[src/rtl/oes_pkg.sv]
// Shared definitions for the odd-even transposition sorter: mode flag values,
// stage phase encoding and a lane-offset helper for the packed vector.
package oes_pkg;

   localparam logic MODE_ASC  = 1'b0;
   localparam logic MODE_DESC = 1'b1;

   typedef enum logic {
      PHASE_EVEN = 1'b0,
      PHASE_ODD  = 1'b1
   } phase_e;

   // Bit offset of a lane inside the packed vector (lane 0 at the LSB).
   function automatic int unsigned lane_lsb(input int unsigned lane, input int unsigned width);
      return lane * width;
   endfunction

endpackage

[src/rtl/oes_stage.sv]
// One column of compare-exchange cells followed by the stage register.
// Even phase pairs lanes (0,1),(2,3)...; odd phase pairs (1,2),(3,4)...
module oes_stage
   import oes_pkg::*;
#(
   parameter int     N     = 8,
   parameter int     M     = 4,
   parameter phase_e PHASE = PHASE_EVEN
) (
   input  logic         clk,
   input  logic         rst,
   input  logic         en,
   input  logic         valid_d,
   input  logic         desc_d,
   input  logic [M*N-1:0] data_d,
   output logic         valid_q,
   output logic         desc_q,
   output logic [M*N-1:0] data_q
);

   localparam int unsigned FIRST = (PHASE == PHASE_EVEN) ? 0 : 1;

   logic [M*N-1:0] data_x;
   logic [N-1:0]   lo;
   logic [N-1:0]   hi;
   logic           swap;

   // Strict compare so equal lanes never swap; the mode is the one that
   // travelled with this vector, not a global setting.
   always_comb begin
      data_x = data_d;
      lo     = '0;
      hi     = '0;
      swap   = 1'b0;
      for (int unsigned a = FIRST; a + 1 < M; a += 2) begin
         lo   = data_d[lane_lsb(a, N) +: N];
         hi   = data_d[lane_lsb(a + 1, N) +: N];
         swap = (desc_d == MODE_DESC) ? (lo < hi) : (lo > hi);
         if (swap) begin
            data_x[lane_lsb(a, N) +: N]     = hi;
            data_x[lane_lsb(a + 1, N) +: N] = lo;
         end
      end
   end

   always_ff @(posedge clk) begin
      if (rst) begin
         valid_q <= 1'b0;
         desc_q  <= 1'b0;
         data_q  <= '0;
      end else if (en) begin
         valid_q <= valid_d;
         desc_q  <= desc_d;
         data_q  <= data_x;
      end
   end

endmodule

[src/rtl/odd_even_sort_pipe.sv]
// M-stage registered odd-even transposition sorter with valid/ready handshake
// and a per-vector ascending/descending flag. The whole pipe stalls as one.
module odd_even_sort_pipe
   import oes_pkg::*;
#(
   parameter int N = 8,
   parameter int M = 4
) (
   input  logic           clk,
   input  logic           rst,
   input  logic           in_valid,
   output logic           in_ready,
   input  logic           in_desc,
   input  logic [M*N-1:0] in_data,
   output logic           out_valid,
   input  logic           out_ready,
   output logic           out_desc,
   output logic [M*N-1:0] out_data
);

   logic           en;
   logic [M:0]     valid_s;
   logic [M:0]     desc_s;
   logic [M*N-1:0] data_s [M+1];

   // Global advance: bubbles are not squeezed out, so a stalled output
   // freezes every stage including empty ones.
   assign en       = ~rst & (~out_valid | out_ready);
   assign in_ready = en;

   assign valid_s[0] = in_valid & in_ready;
   assign desc_s[0]  = in_desc;
   assign data_s[0]  = in_data;

   for (genvar k = 0; k < M; k++) begin : g_stage
      oes_stage #(
         .N     (N),
         .M     (M),
         .PHASE ((k % 2 == 0) ? PHASE_EVEN : PHASE_ODD)
      ) u_stage (
         .clk     (clk),
         .rst     (rst),
         .en      (en),
         .valid_d (valid_s[k]),
         .desc_d  (desc_s[k]),
         .data_d  (data_s[k]),
         .valid_q (valid_s[k+1]),
         .desc_q  (desc_s[k+1]),
         .data_q  (data_s[k+1])
      );
   end

   assign out_valid = valid_s[M];
   assign out_desc  = desc_s[M];
   assign out_data  = data_s[M];

endmodule

[config.mk]
export PLATFORM = sky130hd
export DESIGN_NAME = odd_even_sort_pipe
export DESIGN_NICKNAME = d
export VERILOG_FILES = /design/src/rtl/oes_pkg.sv /design/src/rtl/oes_stage.sv /design/src/rtl/odd_even_sort_pipe.sv
export SDC_FILE = /design/constraint.sdc
export NUM_CORES = 1
export LEC_CHECK = 0
export ABC_AREA = 1
export CORE_MARGIN = 10
export CORE_UTILIZATION = 59
export DETAILED_ROUTE_END_ITERATION = 12
export PLACE_DENSITY = 0.83
export SYNTH_ARGS = -nofsm -noshare
export SYNTH_HDL_FRONTEND = slang
export SYNTH_SLANG_ARGS = --single-unit
[constraint.sdc]
create_clock -name clk -period 2.6 [get_ports clk]
set_clock_uncertainty 0.15 [all_clocks]
set_input_delay 0.52 -clock clk [delete_from_list [all_inputs] [get_ports clk]]
set_output_delay 0.52 -clock clk [all_outputs]
set_load 0.01 [all_outputs]
==> impl_metrics.tcl <==
set metrics [dict create \
    cp_slowest_cell "clkdlybuf4s50_1" \
    syn_area_per_cell_um2 7.57 \
    finalInstanceArea_um2 9530 \
    ys.flop_type "dfxtp_1" \
    startpoint_type "primary input" \
    cts_buffers 17 \
    layout.nets 1205 \
    coreArea_um2 13900 \
    io_buffers 71 \
    grt_max_degree 100 \
    drive_gt1_frac 0.222 \
    hold_buffers 0 \
    required_ns 1.93 \
    fin_crit_sh 0.928 \
    max_stage_delay_ns 0.56 \
    dieArea_um2 19300 \
    path_class "in2out" \
    wire_per_inst_um 14.0 \
    synthCells 1102 \
    grt_setup_unrepaired "no" \
    wirelength_mm 18.4 \
    drc 0 \
    cp_data_arrival_time_ns 1.74 \
    clkTransAtPathRegs_ns 0.06 \
    worst_pin_slew_ns 0.733 \
    cts_root_buffer "clkbuf_16" \
    p_leak_nw 4.16 \
    drv_slew 0 \
    fillers 1181 \
    synth.area.top_cells "dfxtp_1 (33%), nand3_1 (8.5%), nand2_1 (8.2%)" \
    clkPwrFrac 0.272 \
    grt_pass1_wl_mm 31.4 \
    antenna_found_initial 0 \
    clock-sinks 136 \
    cts_resized 0 \
    finalHoldViolCount 0 \
    p_comb_frac 0.433 \
    max_freq_ghz 0.414 \
    synth_area_leader_cell "dfxtp_1" \
    final_core_util 0.687 \
    hp-class "reg2reg" \
    die_h_um 139 \
    synth_edf_count 0 \
    die_x_um 139 \
    cts_tree "built" \
    synth_cell_types 23 \
    setup_violations 0 \
    gp_congestion 0.904 \
    vias 7023 \
    switching_power_mw 3.61 \
    seq_area_um2 2720 \
    ys_seq_area_frac 0.326 \
    place_hpwl_mm 13.1 \
    grt_pass1_vias 6594 \
    setup_tns_ns 0 \
    outcome "finished, final reports clean" \
    synth_nets 1187 \
    yosys_warnings 0 \
    yosysTopAreaCellShare 0.326 \
    drtIter0Drc 511 \
    first_pass_iters 7 \
    antenna_cells 0 \
    fin_crit_ns 2.41 \
    synthTopCellsByCount "nand2_1 (182), nand3_1 (142), dfxtp_1 (136)" \
    placementRows 43 \
    max-clock-path-buffers 2 \
    grt_usage 0.190 \
    hold_slack_ns 0.313 \
    place_area_um2 8910 \
    synth_seq_cells 136 \
    maxSlewHeadroom 0.511 \
    worstPathMaxFanout 2 \
    insertion_delay_ns 0.43 \
    peakVddDrop_mv 0.542 \
    crit_chain "clkdlybuf4s50_1 > nor2_4 > nor2_4 > clkdlybuf4s50_1" \
    power_density_nw_per_um2 961 \
    cts_setup_buffers 0 \
    synthArstFlopShare 0 \
    power_frac_seq 0.295 \
    switching_share 0.394 \
    io_pins 72 \
    initial_utilization 0.601 \
    p_int_mw 5.56 \
    end_kind "primary output" \
    syn_area_um2 8340 \
    synth_most_common_cell "nand2_1" \
    drv_cap 0 \
    grt_overflow 0 \
    drtAntennaViolNets 0 \
    area_growth_pct 14.2 \
    multi_input_area_um2 4580 \
    htree_levels 4 \
    vias_per_cell 5.35 \
]
-- layout by cell type (no fill, tap or decap), drive strengths merged --
master / n
nand4: 2
clkdlybuf4s50: 70
nand2: 265
clkinvlp: 3
o21ai: 37
bufinv: 3
clkinv: 4
clkbuf: 17
a21o: 6
inv: 128
nand3: 198
a21oi: 132
dfxtp: 136
nor2: 61
buf: 21
a211oi: 2
ha: 48
-- worst max-delay path: cells and delay by family --
kind,cells,cell delay (ns)
and+or+nand+nor,2,0.16
buffers and inverters,2,1.06
-- sequential cells by signal (all words and copies together), names as in the netlist --
register,count
g_stage.u_stage.valid_q,4
g_stage.u_stage.data_q,128
g_stage.u_stage.desc_q,4
-- kinds of logic after synthesis --
group | count (synthesis) | share of synthesized area
buffers and inverters | 215 | 0.124
AOI/OAI and AO/OA | 177 | 0.132
adders and majority gates | 48 | 0.0720
DFF | 136 | 0.326
and+or+nand+nor | 526 | 0.346
-- per-layer routing --
layer	global-route usage	up-vias	routed length (um)
li1	-	3592	-
met1	0.237	3246	8510
met3	0.0462	34	757
met2	0.308	151	8670
met5	0	-	0
met4	0.0741	0	426
-- final timing paths --
path,from,endpoint,slack [ns],cells past startpoint
worst max-delay path,out_ready,in_ready,0.19,4
worst min-delay path,g_stage[0].u_stage.data_q[0]$_SDFFE_PP0P_,g_stage[0].u_stage.data_q[0]$_SDFFE_PP0P_,0.31,2
worst max register to register,g_stage[1].u_stage.data_q[31]$_SDFFE_PP0P_,g_stage[2].u_stage.data_q[19]$_SDFFE_PP0P_,0.44,11
worst min register to register,g_stage[0].u_stage.data_q[0]$_SDFFE_PP0P_,g_stage[0].u_stage.data_q[0]$_SDFFE_PP0P_,0.31,2
-- per-stage QoR --
| step | setup WS [ns] | cells | power, mW |
|---|---|---|---|
| after detailed placement | 0.00213 | 1281 | 6.68 |
| after global routing | 0.129 | 1313 | 9.83 |
| after global placement | 0.0381 | 1281 | 6.56 |
| after floorplan | 0.569 | 1102 | 6.09 |
| after CTS | 0.161 | 1313 | 9.19 |
| final | 0.186 | 1313 | 9.16 |
-- layout make-up --
cell class / instances / share of cell area
multi-input combinational: 751 / 0.481
sequential: 136 / 0.286
timing repair buffer: 91 / 0.0966
inverter: 123 / 0.0484
clock buffer: 17 / 0.0446
tap: 180 / 0.0236
clock inverter: 15 / 0.0201
-- power by group through the flow --
stage	combinational, mW	clock, mW	sequential, mW
after floorplan	3.42	0	2.67
after global placement	3.83	0	2.73
after detailed placement	3.95	0	2.74
after CTS	3.97	2.52	2.70
after global routing	4.45	2.62	2.75
final	3.96	2.50	2.70
Power figures use the tool's default switching activity.
